<file path="config.mk">
export PLATFORM = sky130hd
export DESIGN_NAME = wb_uart_master
export DESIGN_NICKNAME = d
export VERILOG_FILES = /design/src/rtl/wb_uart_master_pkg.sv /design/src/rtl/wb_uart_master.sv
export SDC_FILE = /design/constraint.sdc
export NUM_CORES = 1
export LEC_CHECK = 0
export CAP_MARGIN = 20
export CORE_ASPECT_RATIO = 1.5
export CORE_MARGIN = 5
export CORE_UTILIZATION = 51
export CTS_BUF_LIST = sky130_fd_sc_hd__clkbuf_2
export CTS_CLUSTER_DIAMETER = 30
export CTS_CLUSTER_SIZE = 30
export DETAILED_ROUTE_END_ITERATION = 7
export GPL_TIMING_DRIVEN = 0
export PLACE_DENSITY = 0.81
export SETUP_SLACK_MARGIN = 0.4
export SLEW_MARGIN = 20
export SYNTH_ARGS = -nofsm -noshare
export SYNTH_HDL_FRONTEND = slang
export SYNTH_SLANG_ARGS = --single-unit
</file>
<file path="constraint.sdc">
create_clock -name wb_clk_i -period 2.7 [get_ports wb_clk_i]
set_input_delay 0.54 -clock wb_clk_i [delete_from_list [all_inputs] [get_ports wb_clk_i]]
set_output_delay 0.54 -clock wb_clk_i [all_outputs]
set_load 0.005 [all_outputs]
</file>
<file path="src/rtl/wb_uart_master_pkg.sv">
// rtl/wb_uart_master_pkg.sv - opcodes, response bytes and FSM states of the UART-to-Wishbone bridge
package wb_uart_master_pkg;

  localparam logic [7:0] OP_WR   = 8'h57;
  localparam logic [7:0] OP_RD   = 8'h52;
  localparam logic [7:0] RSP_OK  = 8'h4B;
  localparam logic [7:0] RSP_ERR = 8'h45;
  localparam logic [7:0] RSP_BAD = 8'h3F;

  typedef enum logic [2:0] {
    ST_IDLE,
    ST_ADDR,
    ST_WDATA,
    ST_BUS,
    ST_GAP,
    ST_RESP,
    ST_RDATA,
    ST_BADOP
  } state_t;

endpackage

</file>
<file path="src/rtl/wb_uart_master.sv">
// rtl/wb_uart_master.sv - command byte stream to Wishbone B3 classic master bridge
module wb_uart_master
  import wb_uart_master_pkg::*;
#(
  parameter int unsigned TIMEOUT   = 255,
  parameter int unsigned MAX_RETRY = 4
) (
  input  logic        wb_clk_i,
  input  logic        wb_rst_n_i,
  input  logic [7:0]  rx_dat_i,
  input  logic        rx_vld_i,
  output logic        rx_rdy_o,
  output logic [7:0]  tx_dat_o,
  output logic        tx_vld_o,
  input  logic        tx_rdy_i,
  output logic [31:0] wbm_adr_o,
  output logic [31:0] wbm_dat_o,
  output logic [3:0]  wbm_sel_o,
  output logic        wbm_we_o,
  output logic        wbm_cyc_o,
  output logic        wbm_stb_o,
  output logic [2:0]  wbm_cti_o,
  output logic [1:0]  wbm_bte_o,
  input  logic [31:0] wbm_dat_i,
  input  logic        wbm_ack_i,
  input  logic        wbm_err_i,
  input  logic        wbm_rty_i,
  output logic        busy_o
);

  localparam logic [15:0] TMO_LOAD  = 16'(TIMEOUT);
  localparam logic [3:0]  RETRY_LIM = 4'(MAX_RETRY);

  state_t      state;
  logic [1:0]  byte_cnt;
  logic [15:0] tmo_cnt;
  logic [3:0]  retry_cnt;
  logic [31:0] adr_q;
  logic [31:0] dat_q;
  logic [7:0]  tx_dat_q;
  logic        tx_vld_q;
  logic        cyc_q;
  logic        we_q;
  logic        is_wr;
  logic        rsp_ok;
  logic        run_q;
  logic        rx_fire;
  logic        tx_fire;

  // run_q keeps rx_rdy_o and sel low during reset and rises on the first edge after it
  assign rx_rdy_o = run_q & ((state == ST_IDLE) | (state == ST_ADDR) | (state == ST_WDATA));
  assign rx_fire  = rx_vld_i & rx_rdy_o;
  assign tx_fire  = tx_vld_q & tx_rdy_i;

  assign tx_dat_o  = tx_dat_q;
  assign tx_vld_o  = tx_vld_q;
  assign wbm_adr_o = adr_q;
  assign wbm_dat_o = dat_q;
  assign wbm_sel_o = {4{run_q}};
  assign wbm_we_o  = we_q;
  assign wbm_cyc_o = cyc_q;
  assign wbm_stb_o = cyc_q;
  assign wbm_cti_o = 3'b000;
  assign wbm_bte_o = 2'b00;
  assign busy_o    = (state != ST_IDLE);

  always_ff @(posedge wb_clk_i or negedge wb_rst_n_i) begin
    if (!wb_rst_n_i) begin
      state     <= ST_IDLE;
      byte_cnt  <= 2'd0;
      tmo_cnt   <= 16'd0;
      retry_cnt <= 4'd0;
      adr_q     <= 32'd0;
      dat_q     <= 32'd0;
      tx_dat_q  <= 8'd0;
      tx_vld_q  <= 1'b0;
      cyc_q     <= 1'b0;
      we_q      <= 1'b0;
      is_wr     <= 1'b0;
      rsp_ok    <= 1'b0;
      run_q     <= 1'b0;
    end else begin
      run_q <= 1'b1;
      case (state)
        ST_IDLE: if (rx_fire) begin
          byte_cnt <= 2'd0;
          is_wr    <= (rx_dat_i == OP_WR);
          state    <= (rx_dat_i == OP_WR || rx_dat_i == OP_RD) ? ST_ADDR : ST_BADOP;
        end
        ST_ADDR: if (rx_fire) begin
          adr_q    <= {adr_q[23:0], rx_dat_i};
          byte_cnt <= byte_cnt + 2'd1;
          if (byte_cnt == 2'd3) begin
            if (is_wr) begin
              state <= ST_WDATA;
            end else begin
              state     <= ST_BUS;
              cyc_q     <= 1'b1;
              we_q      <= 1'b0;
              tmo_cnt   <= TMO_LOAD;
              retry_cnt <= 4'd0;
            end
          end
        end
        ST_WDATA: if (rx_fire) begin
          dat_q    <= {dat_q[23:0], rx_dat_i};
          byte_cnt <= byte_cnt + 2'd1;
          if (byte_cnt == 2'd3) begin
            state     <= ST_BUS;
            cyc_q     <= 1'b1;
            we_q      <= 1'b1;
            tmo_cnt   <= TMO_LOAD;
            retry_cnt <= 4'd0;
          end
        end
        ST_BUS: begin
          tmo_cnt <= tmo_cnt - 16'd1;
          // err beats ack beats rty when a slave raises several at once
          if (wbm_err_i || wbm_ack_i) begin
            cyc_q    <= 1'b0;
            we_q     <= 1'b0;
            tx_vld_q <= 1'b1;
            tx_dat_q <= wbm_err_i ? RSP_ERR : RSP_OK;
            rsp_ok   <= !wbm_err_i;
            if (!wbm_err_i && !is_wr) dat_q <= wbm_dat_i;
            state    <= ST_RESP;
          end else if (wbm_rty_i && retry_cnt < RETRY_LIM) begin
            cyc_q     <= 1'b0;
            retry_cnt <= retry_cnt + 4'd1;
            state     <= ST_GAP;
          end else if (wbm_rty_i || tmo_cnt == 16'd1) begin
            cyc_q    <= 1'b0;
            we_q     <= 1'b0;
            tx_vld_q <= 1'b1;
            tx_dat_q <= RSP_ERR;
            rsp_ok   <= 1'b0;
            state    <= ST_RESP;
          end
        end
        ST_GAP: begin
          cyc_q   <= 1'b1;
          tmo_cnt <= TMO_LOAD;
          state   <= ST_BUS;
        end
        ST_BADOP: begin
          tx_vld_q <= 1'b1;
          tx_dat_q <= RSP_BAD;
          rsp_ok   <= 1'b0;
          state    <= ST_RESP;
        end
        ST_RESP: if (tx_fire) begin
          if (rsp_ok && !is_wr) begin
            tx_dat_q <= dat_q[31:24];
            dat_q    <= {dat_q[23:0], 8'h00};
            byte_cnt <= 2'd0;
            state    <= ST_RDATA;
          end else begin
            tx_vld_q <= 1'b0;
            state    <= ST_IDLE;
          end
        end
        ST_RDATA: if (tx_fire) begin
          if (byte_cnt == 2'd3) begin
            tx_vld_q <= 1'b0;
            state    <= ST_IDLE;
          end else begin
            tx_dat_q <= dat_q[31:24];
            dat_q    <= {dat_q[23:0], 8'h00};
            byte_cnt <= byte_cnt + 2'd1;
          end
        end
        default: state <= ST_IDLE;
      endcase
    end
  end

endmodule

</file>
# ---- Word level (Yosys, flattened, before mapping)
# Cells that the tools add are included.
dict set report totals {
  wordCells 160
  inputBits 47
  mem_bits_ro 0
  latch_bits 0
  memories 0
  mem_bits_rw 0
  regBits 103
}
dict set report op_classes {
  shift 0
  magnitude_cmp 1
  bitwise_logic 5
  n_mul 0
  eq_ne 31
  n_reduce_logical 29
  addsub 3
  mux 78
  n_div 0
}
# operator n
set op_table {}
lappend op_table {{$mux 32} 7}
lappend op_table {{$pmux 32 s4} 1}
lappend op_table {{$mux 16} 5}
lappend op_table {{$pmux 16 s4} 1}
lappend op_table {{$mux 8} 7}
lappend op_table {{$mux 3} 13}
lappend op_table {{$mux 4} 8}
lappend op_table {{$pmux 8 s4} 1}
lappend op_table {{$ne 2x2->1 const B} 14}
lappend op_table {{$reduce_and 7->1} 4}
lappend op_table {{$pmux 3 s8} 1}
lappend op_table {{$reduce_and 8->1} 3}
lappend op_table {{$mux 1} 22}
lappend op_table {{$eq 16x1->1 const B} 1}
lappend op_table {{$eq 8x7->1 const B} 2}
lappend op_table {{$reduce_bool 4->1} 4}
lappend op_table {{$sub 16x1->16 const B} 1}
lappend op_table {{$eq 3x3->1 const B} 4}
lappend op_table {{$mux 2} 6}
lappend op_table {{$pmux 4 s3} 1}
lappend op_table {{$reduce_and 9->1} 1}
lappend op_table {{$pmux 1 s4} 2}
lappend op_table {{$pmux 2 s4} 1}
lappend op_table {{$eq 3x2->1 const B} 2}
lappend op_table {{22 further kinds} 35}

# ---- Logic depth before layout (Yosys ltp)
dict set report logic_depth {
  depth_word 7
  ltp_mapped 8
}

# ---- Worst setup path before layout
# Ideal clock, no wire load.
dict set report synth_path {
  kind {register to register}
  startpoint {reg tmo_cnt[0]}
  endpoint {reg tmo_cnt[10]}
  path_buffers 0
  stages_incl_launch_ff 8
  path_slack_ps 775
  synth_period_minus_slack_ps 1925
  arrival_ps 1804
  cell_sequence {dfrtp_1 > inv_1 > ha_1 > or3b_2 > nor3_1 > o211ai_1 > xor2_1 > nor2_1}
}
dict set report synth_between {
  elab_chain_len 2
}
# element line
set synth_rtl {}
lappend synth_rtl {{from (decl)} wb_uart_master.sv:36} ;# logic [15:0] tmo_cnt;
lappend synth_rtl {{from (signal assigned)} wb_uart_master.sv:117} ;# tmo_cnt <= tmo_cnt - 16'd1;
lappend synth_rtl {{$sub 16x1->16} wb_uart_master.sv:117}
lappend synth_rtl {{$pmux 16 s4} wb_uart_master.sv:84} ;# case (state)
# No other way between the ends.
# A chain may end at the register's enable or synchronous reset.

# ---- Final worst setup path
dict set report layout_path {
  startpoint {reg state[1]}
  endpoint {out rx_rdy_o}
}
dict set report layout_between {
  elab_chain_len 4
  elab_cells_between_ends 6
  cone_classes {eq/ne: 2; bitwise: 3; reduce/logical: 1}
}
# element line
set layout_rtl {}
lappend layout_rtl {{from (decl)} wb_uart_master.sv:34} ;# state_t state;
lappend layout_rtl {{from (signal assigned)} wb_uart_master.sv:88} ;# state <= (rx_dat_i == OP_WR || rx_dat_i == OP_RD) ? ST_ADDR : ST_BADOP;
lappend layout_rtl {{$eq 3x1->1 / $logic_not 3->1 (equally long branches)} wb_uart_master.sv:51} ;# assign rx_rdy_o = run_q & ((state == ST_IDLE) | (state == ST_ADDR) | (state == ST_WDATA));
lappend layout_rtl {{$or 1x1->1} wb_uart_master.sv:51}
lappend layout_rtl {{$or 1x1->1 (*)} wb_uart_master.sv:51}
lappend layout_rtl {{$and 1x1->1 (*)} wb_uart_master.sv:51}
lappend layout_rtl {{to (decl)} wb_uart_master.sv:12} ;# output logic rx_rdy_o,
# Mark *: on every way between the ends. The rest lies on a longest branch, timed or not.

==> results by group <==
Floorplan
  • Area of the core: 10000 um2
  • Die area: 12200 um2
  • Die Ht: 133 um
  • Starting Density: 51.3%
  • FP Rows: 45
  • IO Pins: 134
  • Width of the die: 92 um

Clocking
  • Longest Clk Path Bufs: 2
  • CTS tree: built
  • H-tree depth: 3
  • Worst-skew pair later-pin latency: 610 ps
  • Root Driver: clkbuf_2
  • Inserted Clock Buffers: 9
  • Clock Sinks: 103
  • CTS clock-pin slew for the worst setup and hold paths: 290 ps

Logic synthesis
  • Complex-gate fraction of the synthesized area: 8.78%
  • Most used DFF post-synth: dfrtp_1
  • Adder-cell share of the synthesized area: 0.973%
  • Largest cells by area after synthesis: dfrtp_1, mux2_2, nand2_1
  • Leading area contributor after synthesis: dfrtp_1
  • Combinational family with the most area after synthesis: simple AND/OR/NAND/NOR gates
  • Yosys cell types: 56
  • Most common cell in the netlist: nand2_1
  • Mapped Cells: 506
  • Area fraction of the dominant cell type after synthesis: 50.1%
  • Synthesized flop and latch total: 103
  • Ys async rst share: 100%
  • Post-Synthesis Cell Area: 5140 um2
  • Sequential-to-total area share from yosys stat: 50.1%
  • Mux contribution to synthesized area: 16.5%
  • Avg Cell Area, Syn: 10.2 um2
  • Post-synth top cells: nand2_1, dfrtp_1, mux2_2
  • Post-synthesis xor/xnor area fraction: 1.70%
  • Ys Warns: 0
  • Post-synth EDFFs: 0
  • Simple-gate share of the synthesized area: 16.9%

Drt
  • DR vias/cell: 5.61
  • DRT antenna net count: 0
  • # DRC: 0
  • WL final: 14300 um
  • Initial DRC Count: 223
  • DR vias: 4445
  • WL per Instance: 18.0 um
  • Drt pass-1 iters: 7

Power
  • Sw Share: 39.0%
  • Sequential share of power: 34.4%
  • Clk pwr share: 9.0%
  • Pleak: 3.18 nW
  • Max IR drop VDD: 0.711 mV
  • Final Power: 7.68 mW
  • Comb power frac: 56.6%
  • Int Power: 4.68 mW
  • Psw: 3.00 mW
  • Power Density: 1100 nW/um2

Setup path
  • Setup crit start kind: flip-flop
  • Slowest CP cell: dfrtp_1
  • CP max stage delay: 470 ps
  • Critical Path Sink Type: output pin
  • Cell Chain, Critical Path: buf_6 -> buf_8 -> nand2_8 -> and3_4 -> clkbuf_2
  • Worst EP arrival: 1720 ps
  • Worst path required time: 2160 ps
  • Kind of critical path: flip-flop to output pin
  • CP Max Fanout: 10

Global routing
  • Initial antenna violation count: 1
  • Tot GR Track Use: 22.7%
  • Number of global-route vias before repair: 4369
  • Overflow after GRT: 0
  • Largest net degree at the start of global routing: 71
  • First-pass GRT wire length: 22100 um

Timing
  • Minimum clock period: 2260 ps
  • Fin crit share: 83.7%
  • Setup-failing EPs final: 0
  • Pins Over Slew Limit: 0
  • Unrepaired setup endpoints after global routing: no
  • Worst Clk Skew: 20.8 ps
  • Max-Slew Margin vs Limit: 64.2%
  • Slew of the pin with the lowest slew margin: 537 ps
  • Maximum clock rate: 0.442 GHz
  • Final Hold Viols: 0

Finish
  • Share of layout cells above drive strength 1: 21.7%
  • Synth-to-Final Area Change: 35.5%
  • Final Cell Area: 6970 um2
  • Final #Nets: 720

Place
  • GP Congestion: 0.946
  • Dpl hpwl: 10500 um
  • DP Area: 6620 um2
  • Port Buffers: 128

Worst hold path
  • Worst Hold Class: input port to asynchronous set/reset pin

Flow run
  • Max cap viols: 0

Outcome
  • Status: finished clean
[logic make-up (layout without fill, tap and decap cells)]
group	count (synthesis)	in the layout
buffers and inverters	48	212
xor gates and xnor gates	10	10
DFF	103	103
muxes	75	75
AOI/OAI and AO/OA	70	70
and+or+nand+nor	194	194
adders and majority gates	4	4
other	2	7
[path summary, 6_finish.rpt]
path	from	endpoint	slack (ps)	cells past startpoint
max	state[1]	rx_rdy_o	440	5
min	wb_rst_n_i	wbm_dat_o[21]	330	2
max reg2reg	state[0]	tx_dat_o[2]	500	8
min reg2reg	retry_cnt[3]	retry_cnt[3]	540	1
max in group asynchronous	wb_rst_n_i	run_q	1720	3
min in group wb_clk_i	retry_cnt[3]	retry_cnt[3]	540	1
[registers in the layout, indices dropped and copies added (netlist names)]
| signal | count |
|---|---|
| wbm_dat_o | 32 |
| wbm_we_o | 1 |
| is_wr | 1 |
| wbm_cyc_o | 1 |
| run_q | 1 |
| retry_cnt | 4 |
| tx_dat_o | 8 |
| wbm_adr_o | 32 |
| state | 3 |
| byte_cnt | 2 |
| tmo_cnt | 16 |
| rsp_ok | 1 |
| tx_vld_o | 1 |
[per-stage QoR]
stage | util, % | std cells | worst slack, ps | hold WS, ps | setup TNS [ps]
detailed placement | 66.0 | 756 | 112 | 448 | 0
finish | 69.5 | 792 | 440 | 330 | 0
floorplan | - | 510 | 775 | 244 | 0
global placement | 65.7 | 755 | -2710 | 472 | -277700
CTS | 68.3 | 779 | 362 | 328 | 0
global route | 69.5 | 792 | 390 | 324 | 0
[critical path, delay by kind of cell, from the launching register on]
| family | cells | cell delay (ps) |
|---|---|---|
| buffers and inverters | 3 | 400 |
| flip-flops | 1 | 470 |
| AND/OR/NAND/NOR | 2 | 250 |
[routing by layer]
layer  GRT usage (%)  routed length, um  vias up
li1                -                  -     2056
met1            25.4               5230     2155
met2            40.2               7400      179
met3            5.12                966       55
met4            11.3                685        0
met5               0                  0        -
[layout by cell type (no fill, tap or decap), types with 5 or more instances in the layout]
master,Yosys,final
a21oi_1,14,14
buf_4,15,31
buf_6,1,5
clkbuf_1,12,11
clkbuf_2,1,12
clkdlybuf4s50_1,0,125
conb_1,2,6
dfrtp_1,103,101
inv_1,11,10
mux2_2,62,62
mux2i_1,6,6
nand2_1,110,108
nand2b_1,9,9
nand3_1,14,13
nor2_1,27,26
nor3_1,7,6
o211ai_1,8,8
o21ai_0,21,21
xor2_1,10,9
[power groups by stage]
stage	sequential, mW	combinational [mW]	clock [mW]
2_1_floorplan	2.58	2.20	0
3_3_place_gp	2.63	3.89	0
3_5_place_dp	2.67	4.00	0
4_1_cts	2.64	4.18	0.700
5_1_grt	2.72	4.71	0.754
6_report	2.64	4.35	0.690
[final cells by class]
cell class	instances	area, um2
multi-input cells	359	2400
fillers	787	3050
plain buffers	37	245
diodes	1	2.50
inverters	11	43.8
clock inverters	7	56.3
repair buffers	148	1450
flip-flops and latches	103	2580
clock buffers	9	45.0
well taps	117	146
[what timing repair did]
action | in CTS | in global routing
hold buffers | 1 | 0
gates resized for setup | 26 | 8
endpoints found under the hold margin | 33 | 0
buffers inserted | 6 | 12
pin swaps | 1 | 2
endpoints found under the setup margin | 7 | 55
No activity file was read; power rests on OpenSTA's default activity.
